## config.mk

```make
export PLATFORM = sky130hd
export DESIGN_NAME = tcdm_cmd_sched
export DESIGN_NICKNAME = d
export VERILOG_FILES = /design/src/rtl/tcdm_cmd_sched.sv
export SDC_FILE = /design/constraint.sdc
export NUM_CORES = 1
export LEC_CHECK = 0
export CORE_ASPECT_RATIO = 2
export CORE_MARGIN = 4
export CORE_UTILIZATION = 50
export CTS_CLUSTER_SIZE = 14
export DETAILED_ROUTE_END_ITERATION = 16
export GPL_TIMING_DRIVEN = 1
export PLACE_DENSITY = 0.93
export SLEW_MARGIN = 20
export SYNTH_ARGS = -nofsm -noshare
export SYNTH_HDL_FRONTEND = slang
export SYNTH_SLANG_ARGS = --single-unit
```

## constraint.sdc

```tcl
create_clock -name clk_i -period 3.9 [get_ports clk_i]
set_clock_uncertainty 0.2 [all_clocks]
set_input_delay 0.39 -clock clk_i [delete_from_list [all_inputs] [get_ports clk_i]]
set_output_delay 0.39 -clock clk_i [all_outputs]
set_load 0.03 [all_outputs]
```

## src/rtl/tcdm_cmd_sched.sv

```systemverilog
// Routes DMA channel commands onto the TCDM TX (read) and RX (write) command ports.
// Each direction has its own round-robin arbiter, one-entry output slot and outstanding limiter.
module tcdm_cmd_sched #(
    parameter int NB_CH           = 4,
    parameter int TRANS_SID_WIDTH = 1,
    parameter int TCDM_ADD_WIDTH  = 12,
    parameter int TCDM_OPC_WIDTH  = 12,
    parameter int MCHAN_LEN_WIDTH = 15,
    parameter int MAX_OUTST       = 4
) (
    input  logic                                 clk_i,
    input  logic                                 rst_ni,
    input  logic [NB_CH-1:0]                     ch_req_i,
    output logic [NB_CH-1:0]                     ch_gnt_o,
    input  logic [NB_CH*TRANS_SID_WIDTH-1:0]     ch_sid_i,
    input  logic [NB_CH*TCDM_ADD_WIDTH-1:0]      ch_add_i,
    input  logic [NB_CH*TCDM_OPC_WIDTH-1:0]      ch_opc_i,
    input  logic [NB_CH*MCHAN_LEN_WIDTH-1:0]     ch_len_i,
    output logic [TRANS_SID_WIDTH-1:0]           tcdm_tx_sid_o,
    output logic [TCDM_ADD_WIDTH-1:0]            tcdm_tx_add_o,
    output logic [TCDM_OPC_WIDTH-1:0]            tcdm_tx_opc_o,
    output logic [MCHAN_LEN_WIDTH-1:0]           tcdm_tx_len_o,
    output logic                                 tcdm_tx_req_o,
    input  logic                                 tcdm_tx_gnt_i,
    output logic [TRANS_SID_WIDTH-1:0]           tcdm_rx_sid_o,
    output logic [TCDM_ADD_WIDTH-1:0]            tcdm_rx_add_o,
    output logic [TCDM_OPC_WIDTH-1:0]            tcdm_rx_opc_o,
    output logic [MCHAN_LEN_WIDTH-1:0]           tcdm_rx_len_o,
    output logic                                 tcdm_rx_req_o,
    input  logic                                 tcdm_rx_gnt_i,
    input  logic                                 tx_synch_req_i,
    input  logic                                 rx_synch_req_i,
    output logic                                 tx_busy_o,
    output logic                                 rx_busy_o
);

    localparam int PW = (NB_CH > 1) ? $clog2(NB_CH) : 1;
    localparam int CW = $clog2(MAX_OUTST + 1);
    localparam int SW = TRANS_SID_WIDTH;
    localparam int AW = TCDM_ADD_WIDTH;
    localparam int OW = TCDM_OPC_WIDTH;
    localparam int LW = MCHAN_LEN_WIDTH;

    // Direction index: 0 = TX (TCDM read), 1 = RX (TCDM write)
    logic [NB_CH-1:0] dir_tx;
    logic [NB_CH-1:0] cand [2];
    logic [PW:0]      pick [2];
    logic [PW-1:0]    win [2];
    logic [PW-1:0]    ptr [2];
    logic [CW-1:0]    cnt [2];
    logic [1:0]       port_gnt, synch, slot_full, can_accept, grant, synch_orphan;
    logic [SW-1:0]    slot_sid [2];
    logic [AW-1:0]    slot_add [2];
    logic [OW-1:0]    slot_opc [2];
    logic [LW-1:0]    slot_len [2];

    // First candidate at or above ptr, wrapping; bit PW flags that one was found.
    function automatic logic [PW:0] rr_pick(input logic [NB_CH-1:0] c, input logic [PW-1:0] p);
        logic [PW:0] res;
        int          idx;
        res = '0;
        for (int i = NB_CH - 1; i >= 0; i--) begin
            idx = (int'(p) + i) % NB_CH;
            if (c[idx]) res = {1'b1, PW'(idx)};
        end
        return res;
    endfunction

    always_comb begin
        dir_tx = '0;
        for (int k = 0; k < NB_CH; k++) dir_tx[k] = ch_opc_i[k*OW];
    end

    assign cand[0]  = ch_req_i & dir_tx;
    assign cand[1]  = ch_req_i & ~dir_tx;
    assign port_gnt = {tcdm_rx_gnt_i, tcdm_tx_gnt_i};
    assign synch    = {rx_synch_req_i, tx_synch_req_i};
    assign pick[0]  = rr_pick(cand[0], ptr[0]);
    assign pick[1]  = rr_pick(cand[1], ptr[1]);
    assign win[0]   = pick[0][PW-1:0];
    assign win[1]   = pick[1][PW-1:0];

    always_comb begin
        ch_gnt_o     = '0;
        can_accept   = '0;
        grant        = '0;
        synch_orphan = '0;
        for (int d = 0; d < 2; d++) begin
            // Synch is not credited here, so the limit can never be overshot.
            can_accept[d]   = (!slot_full[d] || port_gnt[d]) &&
                              ((int'(cnt[d]) + int'(slot_full[d])) < MAX_OUTST);
            grant[d]        = rst_ni && can_accept[d] && pick[d][PW];
            synch_orphan[d] = synch[d] && (cnt[d] == '0);
            if (grant[d]) ch_gnt_o[win[d]] = 1'b1;
        end
    end

    always_ff @(posedge clk_i or negedge rst_ni) begin
        if (!rst_ni) begin
            slot_full <= '0;
            for (int d = 0; d < 2; d++) begin
                ptr[d]      <= '0;
                cnt[d]      <= '0;
                slot_sid[d] <= '0;
                slot_add[d] <= '0;
                slot_opc[d] <= '0;
                slot_len[d] <= '0;
            end
        end else begin
            for (int d = 0; d < 2; d++) begin
                if (grant[d]) begin
                    slot_full[d] <= 1'b1;
                    ptr[d]       <= (win[d] == PW'(NB_CH - 1)) ? '0 : win[d] + 1'b1;
                    slot_sid[d]  <= ch_sid_i[int'(win[d])*SW +: SW];
                    slot_add[d]  <= ch_add_i[int'(win[d])*AW +: AW];
                    slot_opc[d]  <= ch_opc_i[int'(win[d])*OW +: OW];
                    slot_len[d]  <= ch_len_i[int'(win[d])*LW +: LW];
                end else if (port_gnt[d]) begin
                    slot_full[d] <= 1'b0;
                end
                if (slot_full[d] && port_gnt[d] && !synch[d])
                    cnt[d] <= cnt[d] + 1'b1;
                else if (!(slot_full[d] && port_gnt[d]) && synch[d] && cnt[d] != '0)
                    cnt[d] <= cnt[d] - 1'b1;
            end
        end
    end

    always @(posedge clk_i) begin
        if (rst_ni) begin
            assert (!synch_orphan[0]) else $warning("tx synch pulse with no outstanding command");
            assert (!synch_orphan[1]) else $warning("rx synch pulse with no outstanding command");
        end
    end

    assign tcdm_tx_req_o = slot_full[0];
    assign tcdm_tx_sid_o = slot_sid[0];
    assign tcdm_tx_add_o = slot_add[0];
    assign tcdm_tx_opc_o = slot_opc[0];
    assign tcdm_tx_len_o = slot_len[0];
    assign tcdm_rx_req_o = slot_full[1];
    assign tcdm_rx_sid_o = slot_sid[1];
    assign tcdm_rx_add_o = slot_add[1];
    assign tcdm_rx_opc_o = slot_opc[1];
    assign tcdm_rx_len_o = slot_len[1];
    assign tx_busy_o     = slot_full[0] | (cnt[0] != '0);
    assign rx_busy_o     = slot_full[1] | (cnt[1] != '0);

endmodule

```

==> results of run 1 <==
-- timing repair --
item | 4_1_cts | 5_1_grt
hold buffers | 1 | 0
endpoints found under the hold margin | 37 | 0
buffers inserted | 0 | 0
-- cells in the mapped netlist (2+ instances only) --
library cell / instances / area [sq um]
o221ai_1: 40 / 350.3
o211ai_1: 2 / 15.01
nand4_1: 2 / 12.51
buf_6: 3 / 33.78
and3_1: 5 / 31.28
a21o_1: 2 / 15.01
clkbuf_1: 48 / 180.2
inv_1: 49 / 183.9
a22oi_1: 2 / 15.01
buf_12: 3 / 60.06
mux2i_1: 116 / 1161
nand3_1: 2 / 10.01
nor2_1: 50 / 187.7
mux2_2: 2 / 22.52
and2_1: 6 / 37.54
o22ai_1: 4 / 25.02
a21boi_0: 2 / 15.01
nand2_1: 58 / 217.7
o21ai_0: 42 / 210.2
nand3b_1: 2 / 15.01
a211oi_1: 2 / 15.01
a221oi_1: 20 / 175.2
a221oi_2: 19 / 285.3
a22o_1: 2 / 17.52
a21oi_1: 47 / 235.2
nor3_1: 42 / 210.2
buf_1: 2 / 7.510
a31oi_1: 39 / 244.0
nand2b_1: 4 / 25.02
buf_2: 18 / 90.09
buf_4: 8 / 60.06
fa_1: 2 / 40.04
ha_1: 2 / 25.02
dfrtp_1: 92 / 2302
nor2b_1: 3 / 18.77
and4_1: 39 / 341.6
o21ai_1: 7 / 35.03
-- flip-flops by register name, indices dropped and copies added (netlist names) --
register and count:
cnt 6, ptr 4, slot_full 2, tcdm_rx_add_o 12
tcdm_rx_len_o 15, tcdm_rx_opc_o 12, tcdm_rx_sid_o 1, tcdm_tx_add_o 12
tcdm_tx_len_o 15, tcdm_tx_opc_o 12, tcdm_tx_sid_o 1
-- cell type report --
class | instances | area share (%)
Antenna cell | 4 | 0.1000
Clock buffer | 12 | 2.363
Clock inverter | 4 | 0.2626
Inverter | 49 | 1.838
Multi-Input combinational cell | 584 | 42.36
Sequential cell | 92 | 23.01
Tap cell | 189 | 2.363
Timing Repair Buffer | 281 | 27.71
-- cell families (layout without fill, tap and decap cells) --
family	count (synthesis)	count (layout)
flops	92	92
mux	118	118
other cells	0	4
simple gates	222	222
fa+ha+maj	4	4
compound gates	239	239
xor+xnor	1	1
buf+inv	132	346
-- routing by layer --
metal | GRT usage [%] | wire length [um]
met1 | 36.53 | 9230
met2 | 58.32 | 14590
met3 | 5.447 | 2252
met4 | 19.91 | 1632
met5 | 0 | 0
-- final timing paths --
path	start	endpoint	slack, ns
max in group asynchronous	rst_ni	tcdm_tx_len_o[9]	2.35
max	ch_req_i[1]	ch_gnt_o[1]	0.37
min reg2reg	tcdm_tx_opc_o[0]	tcdm_tx_opc_o[0]	0.28
min	tcdm_tx_opc_o[0]	tcdm_tx_opc_o[0]	0.28
min in group asynchronous	rst_ni	tcdm_rx_opc_o[0]	0.49
max reg2reg	ptr[3]	tcdm_tx_add_o[10]	1.15
-- through the flow --
| step | setup slack, ns | cells | hold slack, ns |
|---|---|---|---|
| after floorplan | 1.189 | 808 | -0.1056 |
| after global placement | 0.4589 | 1194 | 0.2692 |
| after detailed placement | 0.3940 | 1194 | 0.2722 |
| after CTS | 0.3697 | 1211 | 0.2902 |
| after global routing | 0.1974 | 1213 | 0.3119 |
| final | 0.3699 | 1215 | 0.2821 |
-- placed cells by master (no fill, tap or decap), types with 5 or more instances in the layout --
master           count
nor3_1              42
a21oi_1             46
clkbuf_16            9
a31oi_1             39
buf_4               24
mux2i_1            116
a221oi_2            19
clkdlybuf4s50_1    254
and2_1               5
o21ai_0             42
a221oi_1            20
nand2_1             58
o221ai_1            40
o21ai_1              7
nor2_1              50
inv_1               49
dfrtp_1             92
and4_1              39
-- report_power, final --
part	total, mW	switching (mW)	internal (mW)
Clock	0.817	0.384	0.433
Sequential	1.76	0.363	1.40
Combinational	3.79	2.20	1.59
Total	6.36	2.95	3.42
-- worst max-delay path, stage by stage --
cell and delay (ns):
clkdlybuf4s50_1 0.54, nor2b_1 0.38, o21ai_0 0.25, a211oi_4 0.33
nand2_1 0.13, o22ai_1 0.21, clkdlybuf4s50_1 0.70
==> flow_summary.ini, run 1 <==
[clocking]
numClockSinks = 92
cts_root_buffer = clkbuf_16
cts.path.max_buffers = 2
cts_made_buffers = 9
tritoncts = yes
path_clk_slew_ns = 0.07
cts_resized = 0
htree_levels = 3
clock_latency_ns = 0.34

[global_routing]
grt_max_degree = 79
grt.total_usage_pct = 33.03
grt_overflow = 0
grt_pass1_vias = 7974
antenna_found_initial = 2
grt_first_pass_wirelength_mm = 42.52

[finish]
layout.nets = 1191
fillerInstances = 1044
fin_area_sq_um = 10010
seqCellArea_sq_um = 2302
multi_input_area_sq_um = 4239
final_core_util_pct = 71.65
area_delta_synth_final_pct = 40.32
layout-drive-gt1-share_pct = 7.436

[sta]
rsz0062_at_grt = false
fin_crit_ns = 3.530
finalCritPeriodShare_pct = 90.52
worstMarginPinSlew_ns = 0.9983
drv_slew = 0
hold_violations = 0
slew_headroom_pct = 33.45
setup_viol = 0
fmax_mhz = 283.3
fin_tns_setup_ns = 0

[critical_path]
r2r_cells = 6
worstPathMaxFanout = 5
cp.arrival_ns = 2.94
crit_type = in -> out
worst_ep_required_time_ns = 3.31
end_kind = output port
cp-start-kind = input port

[synthesis]
syn-instance-count = 808
synth-seq-area-share_pct = 32.28
avgSynthCellArea_sq_um = 8.827
synth-simple-area-share_pct = 16.81
synth-main-ff-cell = dfrtp_1
synth.area.mux_share_pct = 16.60
ys_warn_count = 0
synthArstFlopShare_pct = 100.0
synth_seq_cells = 92
ys_types = 57
synthXorXnorAreaFrac_pct = 0.1228
synth_compound_area_share_pct = 24.44
synth_top_family_by_area = compound AO/OA/AOI/OAI gates
synth_edf_count = 0
netlist_area_sq_um = 7132
synth-adder-area-share_pct = 0.9123
synthesis.nets = 982

[outcome]
violations = design-rule violations
status = finished with violations

[placed_design]
dp_hpwl_mm = 19.46
place.gp.congestion = 0.9204
place_area_sq_um = 9724
io_buffer_count = 257

[die]
io_pins = 258
initial_core_util_pct = 51.06
coreArea_sq_um = 13970
die_area_sq_um = 16350
fp.dieW_um = 92.45
die_h_um = 176.9
rows = 61

[job]
drv_cap = 0

[pwr]
pwr_density_cell_nw_per_um2 = 635.9
ir_drop_uv = 384.9
power.leakage_nw = 4.108
total_power_mw = 6.364

[detailed_routing]
viasPerCell = 6.541
drtIter0Drc = 778
postRouteAntennaNets = 0
vias = 7947
post_drt_wl_per_cell_um = 22.80
first_pass_iters = 11
wl_mm = 27.70
drc = 1

[worst_hold_path]
whs_path_depth = 1
hp-class = reg -> reg
Power figures use the tool's default switching activity.
==> inputs of run 2 (changes only) <==
- CORE_UTILIZATION: 50 -> 25
- PLACE_DENSITY: 0.93 -> 0.55
==> flow_summary.ini, run 2 (synthesis results as in run 1) <==
[outcome]
status = finished clean

[critical_path]
r2r-start = ptr[3]
cpPeakStageDelay_ns = 0.71
worst_ep_required_time_ns = 3.31
cp_num_cells = 7
cp-startpoint = ch_req_i[1]
cpMaxStageDelayCell = clkdlybuf4s50_1
crit_type = in -> out
cp-start-kind = input port
crit_path_frequent_cell = clkdlybuf4s50_1
end_kind = output port
timing.critical_path.max_delay_family = buffers and inverters
crit_end = ch_gnt_o[1]
r2r_slack_ns = 1.17
cp.buffers_inverters = 2
path_cells = clkdlybuf4s50_1, nor2b_1, o21ai_0, a211oi_4, nand2_1, o22ai_1, clkdlybuf4s50_1
r2r_cells = 7
worstPathMaxFanout = 5
cp.arrival_ns = 2.89
rr_endpoint = tcdm_tx_add_o[10]

[placed_design]
place.gp.congestion = 0.8743
place_ws_ns = 0.4350
io_buffer_count = 257
dp_hpwl_mm = 23.47

[sta]
fin_crit_ns = 3.484
hold_violations = 0
slew_headroom_pct = 41.32
drv_slew = 0
finalCritPeriodShare_pct = 89.33
setup_viol = 0
fmax_mhz = 287.0
worstMarginPinSlew_ns = 0.8803
fin_tns_setup_ns = 0
rsz0062_at_grt = false
setup_ws_ns = 0.4161

[die]
io_pins = 258
rows = 87
coreArea_sq_um = 28190
fp.dieW_um = 127.4
die_h_um = 246.9
die_area_sq_um = 31460
initial_core_util_pct = 25.30

[finish]
layout-drive-gt1-share_pct = 8.000
final_cell_mix = clkdlybuf4s50_1 (254), mux2i_1 (116), dfrtp_1 (92)
area_delta_synth_final_pct = 44.63
mostFrequentLayoutCell = clkdlybuf4s50_1
fillerInstances = 2856
layout.nets = 1194

[pwr]
power_frac_seq_pct = 26.1
total_power_mw = 6.639
p_clk_share_pct = 15.6
ir_drop_uv = 316.3
pwr-share-comb_pct = 58.3
swShare_pct = 46.08
pwr_density_cell_nw_per_um2 = 643.6
p_int_mw = 3.580
power.leakage_nw = 4.146
power_switching_mw = 3.059

[worst_hold_path]
hp-class = in -> async

[detailed_routing]
viasPerCell = 5.476
drtIter0Drc = 383
post_drt_wl_per_cell_um = 23.72
first_pass_iters = 6
wl_mm = 33.04
vias = 7628
postRouteAntennaNets = 0
drc = 0

[clocking]
post-cts-setup-buffers = 0
tritoncts = yes
path_clk_slew_ns = 0.07
cts_made_buffers = 9
htree_levels = 3
cts_root_buffer = clkbuf_16
cts.path.max_buffers = 2
numClockSinks = 92
clock_latency_ns = 0.36

[global_routing]
grt.total_usage_pct = 20.34
grt_first_pass_wirelength_mm = 47.89
grt_pass1_vias = 7953
grt_max_degree = 79
antenna_found_initial = 11
grt_overflow = 0

[job]
drv_cap = 0
-- run 2: cell types whose count changed in the layout (fill, tap and decap cells not counted) --
cell	previous run	this run
bufinv_16	0	2
clkbuf_8	0	2
nand3_2	1	0
clkinv_2	2	0
buf_12	2	0
diode_2	4	12
buf_4	24	29
nand3_4	0	1
clkinvlp_4	1	2
clkbuf_1	3	0
-- run 2: worst min-delay path by stage --
stage                      start               end  depth (start not counted)
after detailed placement  rst_ni            cnt[4]                          1
after global placement    rst_ni            cnt[4]                          1
after CTS                 rst_ni  tcdm_rx_opc_o[0]                          2
final                     rst_ni  tcdm_rx_opc_o[0]                          2
after floorplan           rst_ni            cnt[0]                          0
after global routing      rst_ni  tcdm_tx_add_o[8]                          2
-- run 2: power groups by stage --
stage	logic, mW	clock network [mW]	registers (mW)
after floorplan	1.55	0	2.45
final	3.87	1.03	1.73
after global placement	3.85	0	1.75
after CTS	3.90	1.07	1.74
after detailed placement	3.89	0	1.74
after global routing	4.11	1.10	1.80
-- run 2: routing by layer --
| layer | vias up | GRT usage (%) | wire (um) | share of wire (%) |
|---|---|---|---|---|
| met1 | 3732 | 20.08 | 11400 | 34 |
| met3 | 87 | 3.134 | 1570 | 4.8 |
| li1 | 3496 | - | - | - |
| met5 | - | 0 | 0 | 0 |
| met4 | 0 | 15.22 | 1942 | 5.9 |
| met2 | 313 | 37.44 | 18130 | 55 |
-- run 2: layout make-up --
type / count / area [sq um] / area share [%]
sequential: 92 / 2302 / 22.32
clock inverter: 5 / 83.83 / 0.8127
multi-input combinational: 584 / 4247 / 41.17
clock buffer: 11 / 252.7 / 2.450
antenna: 12 / 30.03 / 0.2911
tap: 356 / 445.4 / 4.318
inverter: 49 / 183.9 / 1.783
timing repair buffer: 284 / 2770 / 26.86
-- run 2: what timing repair did --
action	4_1_cts	5_1_grt
hold buffers	1	0
resized for setup	0	0
endpoints found under the hold margin	8	0
-- run 2: through the flow --
| step | hold slack (ns) | util (%) | instances | area (sq um) |
|---|---|---|---|---|
| floorplan | -0.1056 | - | 808 | 7132 |
| global placement | 0.08634 | 35.25 | 1364 | 9938 |
| CTS | 0.2193 | 36.48 | 1381 | 10280 |
| global route | 0.2457 | 36.57 | 1391 | 10310 |
| detailed placement | 0.08453 | 35.25 | 1364 | 9938 |
| finish | 0.2392 | 36.59 | 1393 | 10310 |
==> inputs of run 3 (changes only) <==
- RECOVER_POWER: unset -> 100
- SKIP_LAST_GASP: unset -> 1
==> flow_summary.ini, run 3 (synthesis results as in run 1) <==
[outcome]
status = finished with violations
violations = max-capacitance violations, max-slew violations

[die]
coreArea_sq_um = 28190
fp.dieW_um = 127.4
rows = 87
initial_core_util_pct = 25.30
die_area_sq_um = 31460
die_h_um = 246.9
io_pins = 258

[pwr]
pwr_density_cell_nw_per_um2 = 628.8
ir_drop_uv = 289.3
total_power_mw = 6.405
power.leakage_nw = 4.118

[critical_path]
crit_type = in -> out
cp-start-kind = input port
r2r_cells = 6
end_kind = output port
rr_endpoint = tcdm_tx_len_o[2]
cp.arrival_ns = 3.02
r2r-start = cnt[4]
worstPathMaxFanout = 5
r2r_slack_ns = 0.65
worst_ep_required_time_ns = 3.31

[clocking]
path_clk_slew_ns = 0.07
htree_levels = 3
tritoncts = yes
post-cts-setup-buffers = 0
cts_resized = 0
cts.path.max_buffers = 2
cts_made_buffers = 9
numClockSinks = 92
clock_latency_ns = 0.36
cts_root_buffer = clkbuf_16

[sta]
hold_violations = 0
rsz0062_at_grt = false
whs_ns = 0.2393
worstMarginPinSlew_ns = 1.896
drv_slew = 39
finalCritPeriodShare_pct = 92.61
fmax_mhz = 276.9
slew_headroom_pct = -26.43
fin_crit_ns = 3.612
fin_tns_setup_ns = 0
setup_viol = 0
setup_ws_ns = 0.2884

[finish]
area_delta_synth_final_pct = 42.84
layout.nets = 1194
layoutNonFillerInstCount = 1393
layout-drive-gt1-share_pct = 6.049
mostFrequentLayoutCell = clkdlybuf4s50_1
final_cell_mix = clkdlybuf4s50_1 (164), mux2i_1 (116), dfrtp_1 (92)
fillerInstances = 2872

[global_routing]
grt_first_pass_wirelength_mm = 47.89
grt_pass1_vias = 7953
antenna_found_initial = 11
grt_overflow = 0
grt.total_usage_pct = 20.34
grt_max_degree = 79

[placed_design]
place.gp.congestion = 0.8743
place_ws_ns = 0.4350
dp_hpwl_mm = 23.47
io_buffer_count = 257
dp.cells = 1364

[detailed_routing]
drtIter0Drc = 379
vias = 7644
drc = 0
viasPerCell = 5.487
dr_wl_met2_mm = 18.08
post_drt_wl_per_cell_um = 23.71
routed-wl-met3_mm = 1.479
postRouteAntennaNets = 0
routed.top_layer = met4
wl_mm = 33.03
met1_length_mm = 11.47
first_pass_iters = 5

[worst_hold_path]
hp-class = in -> async

[job]
drv_cap = 1
==> run 3: critical path, cell delays in order <==
cell	delay, ns
dlygate4sd3_1	0.61
nor2b_1	0.36
o21ai_0	0.24
a211oi_4	0.34
nand2_1	0.11
o22ai_1	0.20
dlygate4sd3_1	0.77
==> run 3: area by class of cell <==
class	instances	area [sq um]	area share (%)
flip-flops and latches	92	2302	22.60
inverters	49	183.9	1.805
repair buffers	284	2749	26.98
multi-input cells	584	4140	40.64
diodes	12	30.03	0.2948
clock inverters	5	83.83	0.8229
well taps	356	445.4	4.372
clock buffers	11	252.7	2.481
==> run 3: metal layers <==
layer	vias up	GRT usage [%]
met1	3748	20.08
met3	93	3.134
met2	302	37.44
li1	3501	-
met5	-	0
met4	0	15.22
==> run 3: worst max path at each step <==
stage	start	to	slack [ns]	cells after the start
final	ch_req_i[1]	ch_gnt_o[1]	0.29	7
after global routing	ch_req_i[1]	ch_gnt_o[1]	0.13	7
after CTS	ch_req_i[1]	ch_gnt_o[1]	0.42	7
after detailed placement	ch_req_i[1]	ch_gnt_o[1]	0.43	7
after global placement	ch_req_i[0]	ch_gnt_o[0]	0.45	7
after floorplan	ch_opc_i[36]	ch_gnt_o[0]	1.19	7
==> run 3: per-stage QoR <==
| step | cell area (sq um) | utilization [%] |
|---|---|---|
| after floorplan | 7132 | - |
| after global placement | 9938 | 35.25 |
| after detailed placement | 9938 | 35.25 |
| after CTS | 10280 | 36.48 |
| after global routing | 10180 | 36.12 |
| final | 10190 | 36.13 |
==> run 3: power by group <==
| part | internal [mW] | total (mW) | switching [mW] |
|---|---|---|---|
| clock | 0.599 | 1.03 | 0.433 |
| sequential | 1.40 | 1.72 | 0.321 |
| combinational | 1.40 | 3.66 | 2.25 |
| total | 3.40 | 6.41 | 3.01 |
==> run 3: what timing repair did <==
action                                 4_1_cts  5_1_grt
hold buffers                                 1        0
endpoints found under the hold margin        8        0
setup endpoints to repair                    0        0
